$ cat src/rtl/refresh_scheduler.sv
// -----------------------------------------------------------------------------
// refresh_scheduler
//
// Turns the single-cycle refresh tick from the refresh interval counter into
// refresh requests for the DRAM command FSM. Keeps a backlog of postponed
// refreshes, asks for a refresh when the host side is idle or the backlog is
// urgent, and holds the bank busy for tRFC after every accepted refresh.
//
// Parameters
//   MAX_PENDING    maximum postponed refreshes (1..15)
//   URGENT_THRESH  backlog that forces a refresh regardless of host activity
//   T_RFC          refresh cycle time in clk cycles (1..255)
//
// Ports
//   clk            clock, all state on rising edge
//   rst            asynchronous, active-low reset
//   refresh_tick   one-cycle pulse: one refresh interval elapsed
//   host_idle      arbiter has no read/write pending this cycle
//   ref_ack        command FSM issued REFRESH (only honoured while ref_req=1)
//   ref_req        registered refresh request
//   ref_urgent     backlog >= URGENT_THRESH, arbiter must stall host traffic
//   ref_busy       registered, tRFC window active
//   pending        registered outstanding refresh count
//   ref_overflow   sticky, a tick arrived while the backlog was full
//   ref_issued_cnt acknowledged refresh count
//
// Build option
//   REF_STATS_EN   when defined, ref_issued_cnt counts accepted acks and
//                  saturates at 16'hFFFF; otherwise it is tied to zero.
// -----------------------------------------------------------------------------
module refresh_scheduler #(
  parameter int MAX_PENDING   = 8,
  parameter int URGENT_THRESH = 6,
  parameter int T_RFC         = 40
) (
  input  logic        clk,
  input  logic        rst,
  input  logic        refresh_tick,
  input  logic        host_idle,
  input  logic        ref_ack,
  output logic        ref_req,
  output logic        ref_urgent,
  output logic        ref_busy,
  output logic [3:0]  pending,
  output logic        ref_overflow,
  output logic [15:0] ref_issued_cnt
);

  typedef enum logic [1:0] {
    IDLE     = 2'd0,
    REQ      = 2'd1,
    RFC_WAIT = 2'd2
  } state_t;

  localparam logic [3:0] MAX_P  = 4'(MAX_PENDING);
  localparam logic [3:0] URG    = 4'(URGENT_THRESH);
  localparam logic [7:0] T_LOAD = 8'(T_RFC - 1);

  state_t     state, state_nxt;
  logic [7:0] timer, timer_nxt;
  logic       ack_accept;

  // An ack only counts while a request is actually outstanding.
  assign ack_accept = (state == REQ) && ref_ack;
  assign ref_urgent = (pending >= URG);

  // NOTE: every signal assigned in always_comb gets a default first, so no
  // path leaves it unassigned and no latch is inferred.
  always_comb begin
    state_nxt = state;
    timer_nxt = timer;
    case (state)
      IDLE: begin
        if ((pending != 4'd0) && (host_idle || ref_urgent)) state_nxt = REQ;
      end
      REQ: begin
        // Request is held until acked; host_idle dropping does not withdraw it.
        if (ref_ack) begin
          state_nxt = RFC_WAIT;
          timer_nxt = T_LOAD;
        end
      end
      RFC_WAIT: begin
        if (timer == 8'd0) state_nxt = IDLE;
        else               timer_nxt = timer - 8'd1;
      end
      default: state_nxt = IDLE;
    endcase
  end

  // NOTE: sequential state uses non-blocking assignments so every flop samples
  // pre-edge values regardless of statement order.
  always_ff @(posedge clk or negedge rst) begin
    if (!rst) begin
      state    <= IDLE;
      timer    <= 8'd0;
      ref_req  <= 1'b0;
      ref_busy <= 1'b0;
    end else begin
      state    <= state_nxt;
      timer    <= timer_nxt;
      // Outputs come from flops fed by next-state, so ref_ack has no
      // combinational path to ref_req.
      ref_req  <= (state_nxt == REQ);
      ref_busy <= (state_nxt == RFC_WAIT);
    end
  end

  // Backlog: a tick and an accepted ack in the same cycle cancel out, which
  // also covers the full-backlog case without flagging overflow.
  always_ff @(posedge clk or negedge rst) begin
    if (!rst) begin
      pending      <= 4'd0;
      ref_overflow <= 1'b0;
    end else begin
      case ({refresh_tick, ack_accept})
        2'b10: begin
          if (pending == MAX_P) ref_overflow <= 1'b1;
          else                  pending      <= pending + 4'd1;
        end
        2'b01:   pending <= pending - 4'd1;
        default: ;
      endcase
    end
  end

`ifdef REF_STATS_EN
  always_ff @(posedge clk or negedge rst) begin
    if (!rst) begin
      ref_issued_cnt <= 16'd0;
    end else if (ack_accept && (ref_issued_cnt != 16'hFFFF)) begin
      ref_issued_cnt <= ref_issued_cnt + 16'd1;
    end
  end
`else
  assign ref_issued_cnt = 16'd0;
`endif

endmodule

$ cat config.mk
export PLATFORM = sky130hd
export DESIGN_NAME = refresh_scheduler
export DESIGN_NICKNAME = d
export VERILOG_FILES = /design/src/rtl/refresh_scheduler.sv
export SDC_FILE = /design/constraint.sdc
export NUM_CORES = 1
export LEC_CHECK = 0
export CORE_ASPECT_RATIO = 1.5
export CORE_UTILIZATION = 46
export DETAILED_ROUTE_END_ITERATION = 10
export GPL_TIMING_DRIVEN = 1
export PLACE_DENSITY = 0.79
export SETUP_SLACK_MARGIN = 0.5
export SYNTH_ARGS = -nofsm -noshare
export SYNTH_HDL_FRONTEND = slang
export SYNTH_SLANG_ARGS = --single-unit
$ cat constraint.sdc
create_clock -name clk -period 2.6 [get_ports clk]
set_clock_uncertainty 0.15 [all_clocks]
set_input_delay 0.52 -clock clk [delete_from_list [all_inputs] [get_ports clk]]
set_output_delay 0.52 -clock clk [all_outputs]
set_load 0.01 [all_outputs]
==> results.toml, run 1 <==
[worst_setup_path]
worst_r2r_endpoint = "pending[3]"
rr_worst_depth = 8
arrival_ns = 2.10
cpMaxStageDelayCell = "ha_1"
r2r_start = "state[1]"
crit_family = "compound AO/OA/AOI/OAI gates"
path_class = "in -> reg"
critPathMaxStageDelay_ns = 0.26
start_kind = "primary input"
endpoint_kind = "register"
r2r_slack_ns = 0.60
required_ns = 2.66
cp_cell_sequence = "clkdlybuf4s15_1 > and3b_2 > nand2b_4 > inv_2 > ha_1 > a21o_1 > a21oi_2 > mux2i_1 > xor2_1"
worstPathBufferInverterCount = 2
path_max_fanout = 4

[placement]
gp_routability_congestion = 0.727
port_buffers = 12
postPlaceCellArea_um2 = 1120
dp_hpwl_um = 1340

[routing]
drtIter0Drc = 11
ant_nets = 0
route.detailed.drc = 0
drt-total-wl_um = 1740
num_vias = 734
drt-vias-per-instance = 5.21
avgRoutedWirePerCell_um = 12.3
firstDrtPassIters = 4

[synthesis]
ys_seq_elements = 17
avgSynthCellArea_um2 = 10.2
synthFlopType = "dfrtp_1"
syn-cell-area_um2 = 1010
seq_area_frac_synth_pct = 42.1
syn_inst = 99
ys_warn_count = 0
ys_types = 36
synthArstFlopShare_pct = 100
synth_edf_count = 0

[die]
initial_core_util_pct = 49.3
fp.dieArea_um2 = 2390
die_h_um = 59.4
row_count = 20
die_w_um = 40.3
pin_count = 29
core-area_um2 = 2050

[clock_network]
clock_sinks = 17
cts_hold_buffers = 0
root_buffer = "clkbuf_4"
cts_buffers = 3
cts_buffer_depth = 2
path_clk_slew_ns = 0.10
cts_tree = "yes"
clkLatencyLatePin_ns = 0.29
cts_max_level = 1

[pwr]
leakage_nw = 0.555
vdd_drop_max_mv = 0.613
powerDensity_nw_per_um2 = 995

[timing]
worst_pin_slew_ns = 0.754
fin_tns_setup_ns = 0
slew_violations = 0
finalHoldViolCount = 0
rsz0062_at_grt = "yes"
clock.fmax_mhz = 492
timing.final.crit_share_pct = 78.2
setup_viol = 0
slew-limit-headroom_pct = 49.6
finalCriticalPeriod_ns = 2.03

[global_route]
track_usage_pct = 18.1
grt_pass1_wl_um = 2960
grt_max_degree = 18
antenna_found_initial = 0
overflow = 0
grt_pass1_vias = 680

[hold_path]
holdPathEnd = "ref_overflow"
worstHoldPathCells = 1
hold_path.class = "reg -> reg"
hold_path.startpoint = "ref_overflow"

[layout]
area_growth_pct = 16.7
fin_area_um2 = 1180
drive_above_1_share_pct = 16.8
n_antenna_cell = 0
final_nets = 129
final_common_cell = "conb_1"
final_cell_mix = "16 x conb_1, 14 x dfrtp_1, 9 x clkdlybuf4s50_1, 6 x buf_4"

[outcome]
outcome = "complete, no violations"

[flow_run]
cap_violations = 0
## where the power goes
group / switching (mW) / leakage [nW] / internal [mW]
clock network: 0.0835 / 0.0177 / 0.0571
registers: 0.0886 / 0.197 / 0.359
logic: 0.272 / 0.340 / 0.314
total: 0.444 / 0.555 / 0.730
## kinds of logic after synthesis
logic type | Yosys count | share of synthesized area (%)
AO/OA/AOI/OAI | 21 | 14.7
XOR/XNOR | 5 | 4.33
adder cells (fa/ha/maj) | 4 | 5.69
buffers and inverters | 23 | 14.5
flip-flops | 17 | 42.1
multiplexers | 3 | 3.09
other | 1 | 0.371
AND/OR/NAND/NOR | 25 | 15.2
## synthesized netlist by cell type (2+ instances only)
cell type  instances  share of area [%]
mux2i_1            2                2.0
xor2_1             2                1.7
nor2_1             3                1.1
inv_1              6                2.2
a21oi_1            6                3.0
nand2b_1           4                2.5
a221oi_1           2                1.7
nand2_1            5                1.9
a21o_1             2                1.5
nor3_1             3                1.5
buf_4             16                 12
or4_1              2                1.5
ha_1               3                3.7
dfrtp_1           17                 42
xnor2_1            3                2.6
o21ai_0            3                1.5
## flip-flops by register name (all words and copies together), names as in the netlist
register      count
timer             8
pending           4
state             2
ref_busy          1
ref_overflow      1
ref_req           1
## worst max-delay path by stage
stage,start,to,slack (ns),cells past startpoint
floorplan,ref_ack,pending[3],0.50,9
global placement,ref_ack,pending[3],0.10,9
detailed placement,ref_ack,pending[3],0.03,9
CTS,pending[2],ref_urgent,0.51,2
global route,timer[0],timer[6],0.49,6
finish,ref_ack,pending[3],0.57,9
## through the flow
stage | util [%] | power [mW] | std cells | setup WS [ns] | hold WS (ns)
final | 57.5 | 1.17 | 141 | 0.566 | 0.341
after global routing | 57.5 | 1.27 | 141 | 0.488 | 0.377
after CTS | 55.7 | 1.15 | 137 | 0.505 | 0.343
after detailed placement | 54.5 | 1.00 | 133 | 0.0320 | 0.316
after global placement | 54.5 | 0.990 | 133 | 0.102 | 0.309
after floorplan | - | 0.806 | 114 | 0.503 | 0.0744
## cell type report
type	instances	area, um^2
clock buffer	3	22.5
clock inverter	1	5.00
fill	199	872
inverter	6	22.5
multi-input combinational	74	507
sequential	17	429
tap	22	27.5
timing repair buffer	18	166
## routing by layer
| layer | vias to the layer above | track usage [%] | share of wire (%) |
|---|---|---|---|
| li1 | 355 | - | - |
| met1 | 356 | 22.7 | 43 |
| met2 | 19 | 30.4 | 53 |
| met3 | 4 | 2.26 | 3.3 |
| met4 | 0 | 7.14 | 1.3 |
| met5 | - | 0 | 0 |
## what timing repair did
action                                 4_1_cts  5_1_grt
buffers inserted                             0        4
endpoints found under the hold margin        0        0
gates cloned                                 0        0
setup endpoints to repair                    2        4
pin swaps                                    1        4
resized for setup                            2        6
Power figures use the tool's default switching activity.
==> run 2: changes to the inputs <==
==> constraint.sdc (replaced) <==
create_clock -name clk -period 2.1 [get_ports clk]
set_clock_uncertainty 0.15 [all_clocks]
set_input_delay 0.42 -clock clk [delete_from_list [all_inputs] [get_ports clk]]
set_output_delay 0.42 -clock clk [all_outputs]
set_load 0.01 [all_outputs]
==> run 2 against run 1 <==
Sequential share of layout area is 7.6 points lower. Largest cell class unchanged. Utilization up 15 points. Largest power group unchanged. Sequential power is 24% higher. Combinational power increased by 98%. Count of clock-buffer cells in the layout increased by 1.
==> results.toml, run 2 (synthesized netlist as in run 1, its figures left out) <==
[layout]
top_regs = "timer x8, pending x4, state x2"
final_cell_mix = "22 x buf_4, 16 x conb_1, 12 x dfrtp_1, 7 x buf_6"
area_growth_pct = 48.1
final_common_cell = "buf_4"
final_nets = 151
fin_area_um2 = 1500
largest_register_ffs = 8
n_antenna_cell = 0
largest-register = "timer"
fillers = 162
drive_above_1_share_pct = 44.7

[global_route]
grt_pass1_vias = 906
grt_pass1_wl_um = 3940
grt_max_degree = 18
overflow = 0
track_usage_pct = 24.8
antenna_found_initial = 0

[timing]
timing.final.crit_share_pct = 93.0
finalHoldViolCount = 0
rsz0062_at_grt = "yes"
setup_viol = 0
layout_setup_ws_ns = 0.148
hold_ws_ns = 0.293
fin_tns_setup_ns = 0
finalCriticalPeriod_ns = 1.95
slew_violations = 0
clock.fmax_mhz = 512

[routing]
num_vias = 884
drt-total-wl_um = 2770
ant_nets = 0
drtIter0Drc = 15
route.detailed.drc = 0
drt-vias-per-instance = 5.42
firstDrtPassIters = 4
avgRoutedWirePerCell_um = 17.0

[placement]
gp_routability_congestion = 0.704
port_buffers = 12
pre_cts_slack_ns = -0.316
postPlaceCellArea_um2 = 1180
dp_hpwl_um = 1580

[die]
core-area_um2 = 2050
row_count = 20
die_w_um = 40.3
fp.dieArea_um2 = 2390
die_h_um = 59.4
initial_core_util_pct = 49.3
pin_count = 29

[flow_run]
cap_violations = 0

[clock_network]
cts_tree = "yes"
cts_buffers = 3
clkLatencyLatePin_ns = 0.29
path_clk_slew_ns = 0.10
cts_max_level = 1
cts_hold_buffers = 0
root_buffer = "clkbuf_4"
cts_buffer_depth = 2
clock_sinks = 17

[pwr]
power.switching_mw = 0.745
vdd_drop_max_mv = 0.775
intPower_mw = 1.15
sw_frac_of_total_pct = 39.3
power_frac_comb_pct = 61.3
p_seq_share_pct = 29.4
powerDensity_nw_per_um2 = 1270
leakage_nw = 0.697
power_mw = 1.90
p_clk_share_pct = 9.3

[worst_setup_path]
start_kind = "register"
path_max_fanout = 3
path_class = "reg -> reg"
required_ns = 2.17
rr_worst_depth = 8
r2r_start = "state[1]"
arrival_ns = 2.02
endpoint_kind = "register"
crit_start = "state[1]"

[outcome]
outcome = "complete, no violations"

[hold_path]
hold_path.class = "in -> async"
-- run 2: cell count changes in the layout (fill, tap and decap cells not counted), sizes merged --
cell,delta
clkinv,-1
clkdlybuf4s50,-7
dlymetal6s2s,+1
clkbuf,+1
dlygate4sd2,+4
buf,+24
-- run 2: worst paths after layout --
check,end,slack [ns]
max in group asynchronous,pending[0],1.30
hold reg to reg,ref_overflow,0.34
hold / removal,timer[6],0.29
setup / recovery,pending[3],0.15
setup reg to reg,pending[3],0.15
min in group clk,ref_overflow,0.34
-- run 2: area by class of cell --
cell class / instances / area (um^2) / area share (%)
Inverter: 6 / 25.0 / 1.67
Clock buffer: 4 / 26.3 / 1.75
Timing Repair Buffer: 40 / 348 / 23.2
Sequential cell: 17 / 432 / 28.8
Multi-Input combinational cell: 74 / 639 / 42.7
Tap cell: 22 / 27.5 / 1.84
-- run 2: worst max-delay path: stages (launching register included) --
cell      delay, ns
dfrtp_1        0.41
and3b_2        0.28
nand2b_4       0.08
inv_4          0.07
ha_4           0.19
a21o_1         0.17
a21oi_2        0.13
mux2i_1        0.23
xor2_1         0.17
-- run 2: routing by layer --
metal	global-route usage [%]	routed length [um]	vias to the layer above	part of all wire, %
met1	24.3	992	446	36
li1	-	-	405	-
met3	4.14	57	12	2.1
met4	19.0	131	0	4.7
met2	42.6	1590	21	57
met5	0	0	-	0
-- run 2: metrics by stage --
step	instances	util [%]
after floorplan	114	-
after global placement	138	57.4
after detailed placement	138	57.4
after CTS	156	67.0
after global routing	163	73.0
final	163	73.0
-- run 2: what timing repair did --
action                                  CTS  global route
resized for setup                        34            17
buffers inserted                         14             7
endpoints found under the setup margin   20            16
pin swaps                                 9             6
-- run 2: power groups by stage --
stage	combinational, mW	clock [mW]	sequential [mW]
final	1.16	0.177	0.557
after global routing	1.24	0.189	0.570
after CTS	0.961	0.180	0.553
after detailed placement	0.720	0	0.590
after global placement	0.692	0	0.578
after floorplan	0.436	0	0.578
==> run 3: changes to the inputs <==
--- a/config.mk
+++ b/config.mk
@@ -7,6 +7,7 @@
 export LEC_CHECK = 0
 export CORE_ASPECT_RATIO = 1.5
 export CORE_UTILIZATION = 46
+export CTS_BUF_LIST = sky130_fd_sc_hd__clkbuf_4 sky130_fd_sc_hd__clkbuf_8 sky130_fd_sc_hd__clkbuf_16
 export DETAILED_ROUTE_END_ITERATION = 10
 export GPL_TIMING_DRIVEN = 1
 export PLACE_DENSITY = 0.79
==> run 3 against run 2 <==
Worst setup slack worse by 0.0038 ns. Count of clock-buffer cells in the layout stayed put. Total power is 1.4% lower. Via count is 1.5% lower. Clock power is 9% higher. Flip-flop and latch count stayed put. Largest power group unchanged.
==> results.toml, run 3 (synthesized netlist as in run 1, its figures left out) <==
[layout]
fin_util_pct = 72.6
final_common_cell = "buf_4"
stdcell_count = 162
final_nets = 150
final_cell_mix = "22 x buf_4, 16 x conb_1, 12 x dfrtp_1, 6 x buf_6"
largest_register_ffs = 8
largest-register = "timer"
drive_above_1_share_pct = 45.0
n_antenna_cell = 0
area_growth_pct = 47.4
top_regs = "timer x8, pending x4, state x2"

[worst_setup_path]
required_ns = 2.17
path_class = "reg -> reg"
start_kind = "register"
arrival_ns = 2.03
path_max_fanout = 3
endpoint_kind = "register"

[die]
core-area_um2 = 2050
fp.dieArea_um2 = 2390
die_h_um = 59.4
die_w_um = 40.3
pin_count = 29
row_count = 20
initial_core_util_pct = 49.3

[routing]
firstDrtPassIters = 4
num_vias = 871
drt-total-wl_um = 2570
ant_nets = 0
drtIter0Drc = 10
avgRoutedWirePerCell_um = 15.8
drt-vias-per-instance = 5.38
route.detailed.drc = 0

[clock_network]
path_clk_slew_ns = 0.10
root_buffer = "clkbuf_4"
clock_sinks = 17
clkLatencyLatePin_ns = 0.29
cts_hold_buffers = 0
cts_max_level = 1
cts_buffers = 3
cts_buffer_depth = 2
cts_tree = "yes"

[timing]
hold_ws_ns = 0.289
clock.fmax_mhz = 511
rsz0062_at_grt = "yes"
setup_viol = 0
layout_setup_ws_ns = 0.144
finalHoldViolCount = 0
finalCriticalPeriod_ns = 1.96
timing.final.crit_share_pct = 93.1
slew_violations = 0

[global_route]
grt_max_degree = 18
antenna_found_initial = 0
track_usage_pct = 23.7
overflow = 0
grt_pass1_wl_um = 3800
grt_pass1_vias = 860

[placement]
pre_cts_slack_ns = -0.316
dp_hpwl_um = 1580
port_buffers = 12
gp_routability_congestion = 0.704
dp_cells = 138

[outcome]
outcome = "complete, no violations"

[pwr]
leakage_nw = 0.695
powerDensity_nw_per_um2 = 1250
power_mw = 1.87
vdd_drop_max_mv = 0.820

[hold_path]
hold_path.class = "in -> async"

[flow_run]
cap_violations = 0
[run 3: cell count changes in the layout (fill, tap and decap cells not counted)]
cell | before | now
clkbuf_4 | 3 | 4
buf_6 | 7 | 6
clkbuf_1 | 1 | 0
[run 3: path summary, 6_finish.rpt]
check	from	to	slack, ns	cells after the start
max	state[1]	pending[3]	0.14	8
min	rst	timer[6]	0.29	2
max reg2reg	state[1]	pending[3]	0.14	8
min reg2reg	ref_overflow	ref_overflow	0.34	1
max in group asynchronous	rst	pending[2]	1.31	2
min in group clk	ref_overflow	ref_overflow	0.34	1
[run 3: timing repair]
action                                  4_1_cts  5_1_grt
gates resized for setup                      34       16
pin swaps                                     9        6
endpoints found under the setup margin       20       16
setup buffers                                14        6
hold endpoints to repair                      0        0
[run 3: metal layers]
metal | share of wire [%] | GRT usage (%) | up-vias
met5 | 0 | 0 | -
met4 | 2.7 | 10.0 | 0
met3 | 2.7 | 2.63 | 6
met2 | 58 | 44.0 | 20
met1 | 37 | 24.8 | 445
li1 | - | - | 400
[run 3: metrics by stage]
stage | instance area, um^2 | setup TNS, ns
3_5_place_dp | 1180 | -0.514
2_1_floorplan | 1110 | 0
6_report | 1490 | 0
3_3_place_gp | 1180 | -0.356
4_1_cts | 1380 | 0
5_1_grt | 1490 | 0
[run 3: worst max-delay path, cell delays in order (launching register included)]
cell	delay, ns
dfrtp_1	0.41
and3b_2	0.28
nand2b_4	0.08
inv_4	0.07
ha_4	0.19
a21o_1	0.17
a21oi_2	0.13
mux2i_1	0.23
xor2_1	0.17
[run 3: layout make-up]
class | count | area (um^2)
repair buffers | 39 | 337
well taps | 22 | 27.5
clock buffers | 4 | 30.0
multi-input cells | 74 | 639
fillers | 154 | 562
inverters | 6 | 25.0
flip-flops and latches | 17 | 432
[run 3: power breakdown]
| group | leakage (nW) | total [mW] | switching (mW) | internal, mW |
|---|---|---|---|---|
| combinational | 0.482 | 1.12 | 0.512 | 0.610 |
| sequential | 0.195 | 0.554 | 0.106 | 0.448 |
| clock | 0.0184 | 0.193 | 0.106 | 0.0870 |
